`config.mk`:
```
export PLATFORM = sky130hd
export DESIGN_NAME = rc4_phase_sched_flat
export DESIGN_NICKNAME = d
export VERILOG_FILES = /design/src/rtl/rc4_phase_sched_if.sv /design/src/rtl/rc4_phase_sched.sv /design/src/flat_wrapper.sv
export SDC_FILE = /design/constraint.sdc
export NUM_CORES = 1
export LEC_CHECK = 0
export ABC_AREA = 1
export BUFFER_PORTS_ARGS = -buffer_cell sky130_fd_sc_hd__buf_2
export CORE_UTILIZATION = 33
export CTS_CLUSTER_DIAMETER = 50
export CTS_CLUSTER_SIZE = 28
export DETAILED_ROUTE_END_ITERATION = 16
export GPL_ROUTABILITY_DRIVEN = 1
export GPL_TIMING_DRIVEN = 0
export HOLD_SLACK_MARGIN = 0.15
export SKIP_LAST_GASP = 1
export SLEW_MARGIN = 20
export SYNTH_ARGS = -nofsm -noshare
export SYNTH_HDL_FRONTEND = slang
export SYNTH_SLANG_ARGS = --single-unit
```
`constraint.sdc`:
```
create_clock -name clk -period 2.03 [get_ports clk]
set_input_delay 0.3045 -clock clk [delete_from_list [all_inputs] [get_ports clk]]
set_output_delay 0.3045 -clock clk [all_outputs]
set_load 0.02 [all_outputs]
```
`src/rtl/rc4_phase_sched_if.sv`:
```
// Bundle between the RC4 phase scheduler, its control host, the three engines and the S memory.
// master = scheduler side, slave = everything around it.
interface rc4_phase_sched_if #(
  parameter int KEY_WIDTH = 24
);
  logic                 start;
  logic [KEY_WIDTH-1:0] key_in;
  logic [KEY_WIDTH-1:0] key;
  logic                 busy;
  logic                 done;
  logic                 error;
  logic [1:0]           phase;
  logic                 init_go;
  logic                 ksa_go;
  logic                 prga_go;
  logic                 restart;
  logic                 init_done;
  logic                 ksa_done;
  logic                 prga_done;
  logic [7:0]           init_addr;
  logic [7:0]           init_wrdata;
  logic                 init_wren;
  logic [7:0]           ksa_addr;
  logic [7:0]           ksa_wrdata;
  logic                 ksa_wren;
  logic [7:0]           prga_addr;
  logic [7:0]           prga_wrdata;
  logic                 prga_wren;
  logic [7:0]           s_addr;
  logic [7:0]           s_wrdata;
  logic                 s_wren;

  modport master (
    input  start, key_in,
    input  init_done, ksa_done, prga_done,
    input  init_addr, init_wrdata, init_wren,
    input  ksa_addr, ksa_wrdata, ksa_wren,
    input  prga_addr, prga_wrdata, prga_wren,
    output key, busy, done, error, phase,
    output init_go, ksa_go, prga_go, restart,
    output s_addr, s_wrdata, s_wren
  );

  modport slave (
    output start, key_in,
    output init_done, ksa_done, prga_done,
    output init_addr, init_wrdata, init_wren,
    output ksa_addr, ksa_wrdata, ksa_wren,
    output prga_addr, prga_wrdata, prga_wren,
    input  key, busy, done, error, phase,
    input  init_go, ksa_go, prga_go, restart,
    input  s_addr, s_wrdata, s_wren
  );
endinterface

```
`src/rtl/rc4_phase_sched.sv`:
```
// RC4 sequencer: runs S-init, KSA and PRGA in order, owns the S-memory port,
// guards each phase with a cycle timeout and restarts the engines for a new run.
module rc4_phase_sched #(
  parameter int KEY_WIDTH      = 24,
  parameter int TIMEOUT_CYCLES = 8192
) (
  input logic                clk,
  input logic                rst_n,
  rc4_phase_sched_if.master  bus
);

  typedef enum logic [3:0] {
    S_IDLE, S_LOAD, S_INIT, S_GAP1, S_KSA, S_GAP2, S_PRGA, S_DONE, S_RESTART, S_ERR
  } state_e;

  localparam logic [15:0] TO_LAST = 16'(TIMEOUT_CYCLES - 1);

  state_e               state_q, state_d;
  logic [15:0]          cnt_q, cnt_d;
  logic [KEY_WIDTH-1:0] key_q, key_d;
  logic                 in_phase;
  logic                 timed_out;

  always_ff @(posedge clk) begin
    if (!rst_n) begin
      state_q <= S_IDLE;
      cnt_q   <= '0;
      key_q   <= '0;
    end else begin
      state_q <= state_d;
      cnt_q   <= cnt_d;
      key_q   <= key_d;
    end
  end

  assign in_phase  = (state_q == S_INIT) || (state_q == S_KSA) || (state_q == S_PRGA);
  assign timed_out = (TIMEOUT_CYCLES != 0) && (cnt_q == TO_LAST);

  // Only the current owner's done is looked at; done beats a coincident timeout.
  always_comb begin
    state_d = state_q;
    cnt_d   = in_phase ? cnt_q + 16'd1 : 16'd0;
    key_d   = (state_q == S_LOAD) ? bus.key_in : key_q;
    unique case (state_q)
      S_IDLE:    if (bus.start) state_d = S_LOAD;
      S_LOAD:    state_d = S_INIT;
      S_INIT:    if (bus.init_done) state_d = S_GAP1;
                 else if (timed_out) state_d = S_ERR;
      S_GAP1:    state_d = S_KSA;
      S_KSA:     if (bus.ksa_done) state_d = S_GAP2;
                 else if (timed_out) state_d = S_ERR;
      S_GAP2:    state_d = S_PRGA;
      S_PRGA:    if (bus.prga_done) state_d = S_DONE;
                 else if (timed_out) state_d = S_ERR;
      S_DONE,
      S_ERR:     if (bus.start) state_d = S_RESTART;
      S_RESTART: state_d = S_LOAD;
      default:   state_d = S_IDLE;
    endcase
  end

  always_comb begin
    bus.key      = key_q;
    bus.busy     = 1'b0;
    bus.done     = 1'b0;
    bus.error    = 1'b0;
    bus.phase    = 2'd0;
    bus.init_go  = 1'b0;
    bus.ksa_go   = 1'b0;
    bus.prga_go  = 1'b0;
    bus.restart  = 1'b0;
    bus.s_addr   = 8'd0;
    bus.s_wrdata = 8'd0;
    bus.s_wren   = 1'b0;
    unique case (state_q)
      S_LOAD: bus.busy = 1'b1;
      S_INIT: begin
        bus.busy     = 1'b1;
        bus.phase    = 2'd1;
        bus.init_go  = 1'b1;
        bus.s_addr   = bus.init_addr;
        bus.s_wrdata = bus.init_wrdata;
        bus.s_wren   = bus.init_wren;
      end
      // Gap states keep the port dead so a finishing engine cannot leak a write.
      S_GAP1: begin
        bus.busy    = 1'b1;
        bus.init_go = 1'b1;
      end
      S_KSA: begin
        bus.busy     = 1'b1;
        bus.phase    = 2'd2;
        bus.init_go  = 1'b1;
        bus.ksa_go   = 1'b1;
        bus.s_addr   = bus.ksa_addr;
        bus.s_wrdata = bus.ksa_wrdata;
        bus.s_wren   = bus.ksa_wren;
      end
      S_GAP2: begin
        bus.busy    = 1'b1;
        bus.init_go = 1'b1;
        bus.ksa_go  = 1'b1;
      end
      S_PRGA: begin
        bus.busy     = 1'b1;
        bus.phase    = 2'd3;
        bus.init_go  = 1'b1;
        bus.ksa_go   = 1'b1;
        bus.prga_go  = 1'b1;
        bus.s_addr   = bus.prga_addr;
        bus.s_wrdata = bus.prga_wrdata;
        bus.s_wren   = bus.prga_wren;
      end
      S_DONE: begin
        bus.done    = 1'b1;
        bus.init_go = 1'b1;
        bus.ksa_go  = 1'b1;
        bus.prga_go = 1'b1;
      end
      S_RESTART: bus.restart = 1'b1;
      S_ERR:     bus.error   = 1'b1;
      default: ;
    endcase
  end

endmodule

```
`src/flat_wrapper.sv`:
```
// flat-port wrapper written by rule: the top's interface ports become plain ports
module rc4_phase_sched_flat 
#(
  parameter int KEY_WIDTH      = 24,
  parameter int TIMEOUT_CYCLES = 8192
)
  (clk, rst_n, bus_start, bus_key_in, bus_init_done, bus_ksa_done, bus_prga_done, bus_init_addr, bus_init_wrdata, bus_init_wren, bus_ksa_addr, bus_ksa_wrdata, bus_ksa_wren, bus_prga_addr, bus_prga_wrdata, bus_prga_wren, bus_key, bus_busy, bus_done, bus_error, bus_phase, bus_init_go, bus_ksa_go, bus_prga_go, bus_restart, bus_s_addr, bus_s_wrdata, bus_s_wren);
  rc4_phase_sched_if #(.KEY_WIDTH(KEY_WIDTH)) bus_i ();
  input logic clk;
  input logic rst_n;
  input wire logic [$bits(bus_i.start)-1:0] bus_start;
  input wire logic [$bits(bus_i.key_in)-1:0] bus_key_in;
  input wire logic [$bits(bus_i.init_done)-1:0] bus_init_done;
  input wire logic [$bits(bus_i.ksa_done)-1:0] bus_ksa_done;
  input wire logic [$bits(bus_i.prga_done)-1:0] bus_prga_done;
  input wire logic [$bits(bus_i.init_addr)-1:0] bus_init_addr;
  input wire logic [$bits(bus_i.init_wrdata)-1:0] bus_init_wrdata;
  input wire logic [$bits(bus_i.init_wren)-1:0] bus_init_wren;
  input wire logic [$bits(bus_i.ksa_addr)-1:0] bus_ksa_addr;
  input wire logic [$bits(bus_i.ksa_wrdata)-1:0] bus_ksa_wrdata;
  input wire logic [$bits(bus_i.ksa_wren)-1:0] bus_ksa_wren;
  input wire logic [$bits(bus_i.prga_addr)-1:0] bus_prga_addr;
  input wire logic [$bits(bus_i.prga_wrdata)-1:0] bus_prga_wrdata;
  input wire logic [$bits(bus_i.prga_wren)-1:0] bus_prga_wren;
  output wire logic [$bits(bus_i.key)-1:0] bus_key;
  output wire logic [$bits(bus_i.busy)-1:0] bus_busy;
  output wire logic [$bits(bus_i.done)-1:0] bus_done;
  output wire logic [$bits(bus_i.error)-1:0] bus_error;
  output wire logic [$bits(bus_i.phase)-1:0] bus_phase;
  output wire logic [$bits(bus_i.init_go)-1:0] bus_init_go;
  output wire logic [$bits(bus_i.ksa_go)-1:0] bus_ksa_go;
  output wire logic [$bits(bus_i.prga_go)-1:0] bus_prga_go;
  output wire logic [$bits(bus_i.restart)-1:0] bus_restart;
  output wire logic [$bits(bus_i.s_addr)-1:0] bus_s_addr;
  output wire logic [$bits(bus_i.s_wrdata)-1:0] bus_s_wrdata;
  output wire logic [$bits(bus_i.s_wren)-1:0] bus_s_wren;
  assign bus_i.start = bus_start;
  assign bus_i.key_in = bus_key_in;
  assign bus_i.init_done = bus_init_done;
  assign bus_i.ksa_done = bus_ksa_done;
  assign bus_i.prga_done = bus_prga_done;
  assign bus_i.init_addr = bus_init_addr;
  assign bus_i.init_wrdata = bus_init_wrdata;
  assign bus_i.init_wren = bus_init_wren;
  assign bus_i.ksa_addr = bus_ksa_addr;
  assign bus_i.ksa_wrdata = bus_ksa_wrdata;
  assign bus_i.ksa_wren = bus_ksa_wren;
  assign bus_i.prga_addr = bus_prga_addr;
  assign bus_i.prga_wrdata = bus_prga_wrdata;
  assign bus_i.prga_wren = bus_prga_wren;
  assign bus_key = bus_i.key;
  assign bus_busy = bus_i.busy;
  assign bus_done = bus_i.done;
  assign bus_error = bus_i.error;
  assign bus_phase = bus_i.phase;
  assign bus_init_go = bus_i.init_go;
  assign bus_ksa_go = bus_i.ksa_go;
  assign bus_prga_go = bus_i.prga_go;
  assign bus_restart = bus_i.restart;
  assign bus_s_addr = bus_i.s_addr;
  assign bus_s_wrdata = bus_i.s_wrdata;
  assign bus_s_wren = bus_i.s_wren;
  rc4_phase_sched #(.KEY_WIDTH(KEY_WIDTH), .TIMEOUT_CYCLES(TIMEOUT_CYCLES)) u_core (.clk(clk), .rst_n(rst_n), .bus(bus_i));
endmodule
```
==> impl_results.md <==
- Worst R2R Start: u_core.state_q[0]
- Grt ovf: 0
- Sequential share of the synthesized area: around two fifths
- Total die area: slightly above 0.007 mm^2
- Die height: approximately 85 um
- Core Region: around 0.0065 mm^2
- Core Rows: 29
- DP Wirelength: roughly 5000 um
- Fin. Hold Viols: 0
- Nets: around 580
- Die outline width: roughly 85 um
- Hold Crit Class: in2reg
- Non-filler cells, final: around 570
- Share of the synthesized area in the top cell type: 38.9%
- Initial DRC Count: approximately 130
- I/O Buffers: 130
- Clock latency on the worst-skew pair: 290 ps
- Synth Register Bits: 44
- Critical Path RT: about 1700 ps
- TritonCTS clock tree: done
- Total power: between 3 and 4 mW
- Setup TNS: 0 ps
- # setup viols final: 0
- Initial antenna violation count: 0
- Max-Cap Viols: 0
- Crit start category: flop
- Final cycle utilization of the critical path: between 90% and 100%
- Worst EP arrival: between 1500 and 2000 ps
- H-tree Lvls: 2
- Post-Syn Area: 0.00226 mm^2
- Worst setup path start: u_core.state_q[0]
- Post-Place Cells: roughly 560
- PwrDens: 948 mW/mm^2
- Top Ports: 131
- P_int: just under 2 mW
- Worst setup EP type: output port
- Hold Startpoint: bus_key_in[2]
- All-layer global routing usage: ~17%
- Post-DRT Antenna Nets: 0
- DRC violations left: 11
- Seq pwr share: a little over a third
- Sw frac: about two fifths
- Count of pins over their slew limit: 0
- Sw Pwr: 1.27 mW
- R2R setup slack: between 150 and 200 ps
- Number of CTS-inserted buffers: 5
- Vias in the first global route: ~2400
- Post-route minimum period: between 1500 and 2000 ps
- Vias per inst: between 4 and 5
- RR Endpoint: u_core.bus.key[1]
- Avg Cell Area, Syn: around 6.5 um^2
- Worst slew pin tran: ~480 ps
- Synth unique cells: 27
- Layout cells sized above 1: a little under two fifths
- Detailed-route wire length per cell: 11.6 um
- CTS Root Cell: clkbuf_8
- Worst reg-to-reg path cell count: 7
- CTS sink cnt: 44
- Largest area contributor in the netlist: dfxtp_1
- Clock transition at path regs: 80 ps
- Antenna cell count: 0
- Failing checks: design-rule violations
- Clock power frac: between 10% and 20%
- Status: finished with violations
- Syn_nets: between 400 and 500
- Initial Util: a little over a third
- Routability Congestion: 0.842
- Most common cell after layout, fill and taps aside: buf_2
- Hold path depth: 3
- Clock Skew: ~10 ps
- First-pass GRT wire length: 10200 um
- Top cells by area in the synthesized netlist: dfxtp_1 39%, nand2_1 16%, nor2_1 12%
- Fmax: about 520 MHz
- Hold Path End: u_core.bus.key[2]
- # hold bufs at CTS: 0
- Largest net degree at the start of global routing: 13
- Comb pwr share: a little under half
- Rel. slew slack: between 60% and 70%
- Worst vdd ir: about 0.00064 V
- Syn Inst Count: 350
- Most frequent cells in the layout: 118 x buf_2, 93 x nand2_1, 70 x nor2_1
- YS warnings: 0
- Layout area overhead: 49.8%
- DR vias: between 2000 and 3000
- CTS max path bufs: 2
- Leakage: 1.78 nW
- CP max FO: 8
- Worst setup path category: reg2out
- DRT Pass-1 Iters: 10
- Drt total wl: between 6000 and 7000 um
-- state kept, by name (all words and copies together) (netlist names) --
name	count
u_core.bus.key	24
u_core.cnt_q	16
u_core.state_q	4
-- power groups by stage --
stage | Sequential [mW] | Clock [mW] | Combinational, mW
6_report | 1.12 | 0.627 | 1.47
2_1_floorplan | 1.30 | 0 | 0.641
3_5_place_dp | 1.12 | 0 | 1.28
3_3_place_gp | 1.12 | 0 | 1.27
4_1_cts | 1.11 | 0.645 | 1.31
5_1_grt | 1.14 | 0.684 | 1.60
-- worst max path at each step --
stage                            to  slack [ps]
floorplan             bus_s_addr[0]         420
global placement      bus_s_addr[7]         150
detailed placement    bus_s_addr[7]         140
CTS                   bus_s_addr[7]          10
global route        bus_s_wrdata[4]          -8
finish              bus_s_wrdata[6]          90
-- through the flow --
step	area [um^2]	hold slack, ps	setup WS, ps	utilization [%]
2_1_floorplan	2260	418	422	-
3_3_place_gp	3010	435	150	46.3
3_5_place_dp	3010	438	135	46.3
4_1_cts	3170	225	12.2	48.8
5_1_grt	3390	224	-8.37	52.2
6_report	3390	229	89.0	52.2
-- what timing repair did --
item | in CTS | in global routing
pin swaps | 0 | 2
setup buffers | 3 | 5
gates cloned | 0 | 1
resized for setup | 7 | 48
setup endpoints to repair | 12 | 17
-- worst max-delay path, cell delays in order, from the launching register on --
cell and delay [ps]:
dfxtp_2 320, buf_6 140, inv_8 70, nand2_4 60, nor3_4 210, buf_6 150, buf_6 130, nand2_1 60
nand3_1 80, buf_6 120
-- cell type report --
type	instances	area, um^2
Fill cell	666	3100
Multi-Input combinational cell	264	1270
Sequential cell	44	886
Timing Repair Buffer	139	817
Inverter	28	113
Buffer	14	111
Tap cell	77	96.3
Clock buffer	5	68.8
Clock inverter	1	30.0
-- cells by family after synthesis --
family	share of synthesized area, %
xor+xnor	1.93
flops	38.9
buf+inv	8.24
simple gates	41.1
compound gates	9.23
fa+ha+maj	0.553
-- Yosys cell counts --
master	number
nand2_2	1
nand3_1	28
a21oi_1	8
nand4_1	3
xor2_1	5
o21ai_0	28
nor3b_1	1
nor3_1	9
dfxtp_1	44
buf_6	1
clkbuf_1	4
or2_2	1
nor3_2	4
buf_4	4
inv_1	24
nor3_4	1
buf_2	5
inv_2	4
o31ai_1	1
ha_1	1
nor2_1	71
a31oi_1	1
nor2_4	1
or2_1	1
nand2_1	96
o21a_1	2
nor4_1	1
-- metal layers --
layer | vias to the layer above | track usage [%] | part of all wire, %
met3 | 5 | 4.47 | 6.2
met4 | 0 | 5.39 | 1.2
li1 | 1404 | - | -
met1 | 1182 | 20.6 | 45
met2 | 84 | 30.6 | 47
met5 | - | 0 | 0
Power figures use the tool's default switching activity.
